**config.mk**
```make
export PLATFORM = sky130hd
export DESIGN_NAME = rr_arbiter4
export DESIGN_NICKNAME = d
export VERILOG_FILES = /design/src/rtl/rr_arbiter4.sv
export SDC_FILE = /design/constraint.sdc
export NUM_CORES = 1
export LEC_CHECK = 0
export CAP_MARGIN = 20
export CORE_UTILIZATION = 45
export CTS_BUF_LIST = sky130_fd_sc_hd__clkbuf_16
export CTS_CLUSTER_DIAMETER = 120
export DETAILED_ROUTE_END_ITERATION = 6
export GPL_TIMING_DRIVEN = 0
export PLACE_DENSITY = 0.66
export SETUP_SLACK_MARGIN = 0.4
export SYNTH_ARGS = -nofsm -noshare
export SYNTH_HDL_FRONTEND = slang
export SYNTH_SLANG_ARGS = --single-unit
```
**constraint.sdc**
```tcl
create_clock -name clk -period 2.45 [get_ports clk]
set_clock_uncertainty 0.05 [all_clocks]
set_input_delay 0.735 -clock clk [delete_from_list [all_inputs] [get_ports clk]]
set_output_delay 0.735 -clock clk [all_outputs]
set_load 0.1 [all_outputs]
```
**src/rtl/rr_arbiter4.sv**
```systemverilog
// Four-requester round-robin arbiter with a registered one-hot grant and a
// matching 2-bit mux select; an owner keeps the grant until it drops req or HOLD_MAX expires.
module rr_arbiter4 #(
  parameter int unsigned HOLD_MAX = 8
) (
  input  logic       clk,
  input  logic       rst_n,
  input  logic [3:0] req,
  output logic [3:0] grant,
  output logic [1:0] sel,
  output logic       busy
);

  localparam logic [0:0] ST_IDLE  = 1'b0;
  localparam logic [0:0] ST_GRANT = 1'b1;

  logic [0:0] state_q, state_d;
  logic [3:0] grant_q, grant_d;
  logic [1:0] sel_q, sel_d;
  logic       busy_q, busy_d;
  logic [1:0] last_q, last_d;
  logic [7:0] hold_q, hold_d;

  logic       found;
  logic [1:0] winner;
  logic [1:0] idx;
  logic       hold_hit;
  logic       rel;
  logic       take;

  always_comb begin
    found  = 1'b0;
    winner = last_q;
    idx    = '0;
    // The owner is always last_q, so a lone expired owner is found again at offset 4.
    for (int unsigned i = 1; i <= 4; i++) begin
      idx = last_q + i[1:0];
      if (!found && req[idx]) begin
        found  = 1'b1;
        winner = idx;
      end
    end
  end

  always_comb begin
    hold_hit = (HOLD_MAX != 0) && (hold_q == HOLD_MAX[7:0]);
    rel      = !req[last_q] || hold_hit;
    take     = 1'b0;
    state_d  = state_q;
    grant_d  = grant_q;
    sel_d    = sel_q;
    busy_d   = busy_q;
    last_d   = last_q;
    hold_d   = hold_q;

    case (state_q)
      ST_IDLE: begin
        if (found) take = 1'b1;
      end
      ST_GRANT: begin
        if (!rel) begin
          hold_d = (hold_q == 8'hFF) ? hold_q : hold_q + 8'd1;
        end else if (found) begin
          take = 1'b1;
        end else begin
          state_d = ST_IDLE;
          grant_d = '0;
          busy_d  = 1'b0;
          hold_d  = '0;
        end
      end
      default: begin
        state_d = ST_IDLE;
        grant_d = '0;
        busy_d  = 1'b0;
        hold_d  = '0;
      end
    endcase

    if (take) begin
      state_d = ST_GRANT;
      grant_d = 4'b0001 << winner;
      sel_d   = winner;
      busy_d  = 1'b1;
      last_d  = winner;
      hold_d  = 8'd1;
    end
  end

  always_ff @(posedge clk) begin
    if (!rst_n) begin
      state_q <= ST_IDLE;
      grant_q <= '0;
      sel_q   <= '0;
      busy_q  <= 1'b0;
      last_q  <= 2'd3;
      hold_q  <= '0;
    end else begin
      state_q <= state_d;
      grant_q <= grant_d;
      sel_q   <= sel_d;
      busy_q  <= busy_d;
      last_q  <= last_d;
      hold_q  <= hold_d;
    end
  end

  assign grant = grant_q;
  assign sel   = sel_q;
  assign busy  = busy_q;

endmodule

```
==> impl_metrics.ini <==
[global_route]
grt_pass1_vias = 1092
grt_pass1_wl_um = 5154
track_usage_pct = 25.25
grt-ovfl-total = 0
grt_max_degree = 11
grt_antenna_before_repair = 0

[cts]
h-tree-depth = 1
clock_path_buffers = 2
clk_latency_ns = 0.25
cts_made_buffers = 3
path_clk_slew_ns = 0.05
cts_sinks = 18
ctsRootBufferMaster = clkbuf_16
cts_tree = done

[synth]
synthArstFlopShare_pct = 0
synth_edf_count = 0
synthCells = 128
synth-xor-area-share_pct = 0
muxShareOfSynthArea_pct = 7.097
ys_ff_latch = 18
synth_compound_area_share_pct = 34.62
syn_area_um2 = 1164
syn_avg_cell_area_um2 = 9.091
ys.warnings.count = 0
synth_top_family_by_area = compound AO/OA/AOI/OAI gates
yosysSeqAreaShare_pct = 30.97
synth_fa_ha_area_share_pct = 2.151
synth-simple-area-share_pct = 16.34
syn-num-nets = 136
ys_types = 40
yosysTopAreaCell = dfxtp_1
yosysTopAreaCellShare_pct = 30.97
synthFlopType = dfxtp_1
ys_top_cells_by_area = dfxtp_1, o211ai_1, mux2i_1

[power]
finalPower_mw = 1.077
ir_drop_uv = 512.0
leakagePower_nw = 0.5783
p_per_area_nw_per_um2 = 637.9

[sta]
grt_setup_unrepaired = true
min_period_ns = 2.039
slew_headroom_pct = 63.34
hold_violations = 0
tightest_slew_ns = 0.5525
timing.final.ws_setup_ns = 0.4113
final_max_slew_viol_count = 0
setup_viol = 0
period_share_pct = 83.21
max_freq_mhz = 490.5

[drt]
drtAntennaViolNets = 0
viasPerCell = 6.163
drc = 0
drt-total-wl_um = 3309
dr.pass1.iters = 4
wl_per_cell_um = 17.42
num_vias = 1171
dr.first_iter.drc_count = 34

[critical_path]
r2r_cells = 7
path_class = input pin to register
required_ns = 2.54
worst-path-max-fanout = 6
critPathLaunchType = input pin
end_kind = register
r2r_start = hold_q[0]$_SDFFE_PN0P_
cp_data_arrival_time_ns = 2.13
crit_path_start = req[3]

[cells_and_area]
num-fill-cells = 190
final_common_cell = dfxtp_1
fin_nets = 169
insertedDiodeCount = 0
final_cell_mix = dfxtp_1, o211ai_1, inv_1
drive_gt1_share_pct = 38.13
regArea_um2 = 367.9
utilization_pct = 68.81
syn_to_final_growth_pct = 45.16
multiInputGateArea_um2 = 789.5
final_area_um2 = 1689

[placement]
port_buffers = 12
placed_cell_area_um2 = 1365
dpl_worst_slack_ns = -0.2875
place_congestion = 0.8136
hpwl_um = 2006

[die]
die_w_um = 52.85
initial_core_util_pct = 47.40
core_area_um2 = 2455
row_count = 18
die-area_um2 = 2793
dieHeight_um = 52.85
io_pins = 13

[job]
maxCapViolations = 0

[worst_hold_path]
hold_path_depth = 1
worstHoldPathType = register to register
hold_start = grant[0]$_SDFFE_PN0P_

[outcome]
status = finished, final reports clean
## report_power, final
group          internal [mW]  switching (mW)
clock                  0.217           0.122
combinational          0.149           0.250
sequential             0.318          0.0211
total                  0.684           0.393
## critical path, stage by stage
cell and delay, ns:
buf_8 0.11, mux4_2 0.55, o211a_4 0.19, buf_6 0.13, o21a_1 0.21, a32o_1 0.21
## layout make-up
cell class | count | area share [%]
multi-input combinational | 88 | 46.74
sequential | 18 | 21.78
timing repair buffer | 28 | 17.33
clock buffer | 3 | 4.444
buffer | 9 | 4.370
inverter | 13 | 2.889
tap | 30 | 2.222
clock inverter | 1 | 0.2222
## path summary, 6_finish.rpt
kind | endpoint | slack (ns)
hold / removal | grant[0]$_SDFFE_PN0P_ | 0.42
hold reg to reg | grant[0]$_SDFFE_PN0P_ | 0.42
setup / recovery | grant[2]$_SDFFE_PN0P_ | 0.41
setup reg to reg | grant[2]$_SDFFE_PN0P_ | 0.44
## cells by family after synthesis
| family | count (synthesis) |
|---|---|
| AOI/OAI and AO/OA | 49 |
| muxes | 7 |
| adders and majority gates | 2 |
| and+or+nand+nor | 30 |
| buffers and inverters | 22 |
| DFF | 18 |
## through the flow
step	hold WS (ns)	setup TNS (ns)	instances
final	0.4183	0	190
after CTS	0.4171	0	183
after detailed placement	0.4056	-3.815	170
after global placement	0.3951	-3.328	170
after floorplan	0.4481	0	128
after global routing	0.4270	0	190
## state kept, by name, summed over array words and instances (netlist names)
name	flops
grant	4
state_q	1
sel	2
last_q	2
busy	1
hold_q	8
## timing repair
action,4_1_cts,5_1_grt
pin swaps,6,9
gates cloned,2,1
setup buffers,7,6
setup endpoints to repair,25,13
resized for setup,50,24
hold buffers,0,0
## Yosys cell counts, types with 2 or more instances
cell type and instances:
o21a_1 2, and3_1 2, a2111oi_4 2, nand4_1 5
a211oi_1 5, nand2b_1 2, o21ai_0 6, o211ai_1 15
inv_1 13, nor2_1 3, o32ai_1 3, mux2i_1 6
a21oi_1 3, a32o_1 2, o21ai_1 3, buf_2 4
clkbuf_1 3, ha_1 2, nand2_1 7, dfxtp_1 18
buf_6 2, nand3_1 2
## layer usage
metal,up-vias,share of wire (%),GRT usage (%)
met2,30,46,35.23
li1,560,-,-
met3,6,3.9,3.448
met1,575,49,38.00
met4,0,1.3,10.09
met5,-,0,0
Note: power is estimated with default switching activity, not from simulation.
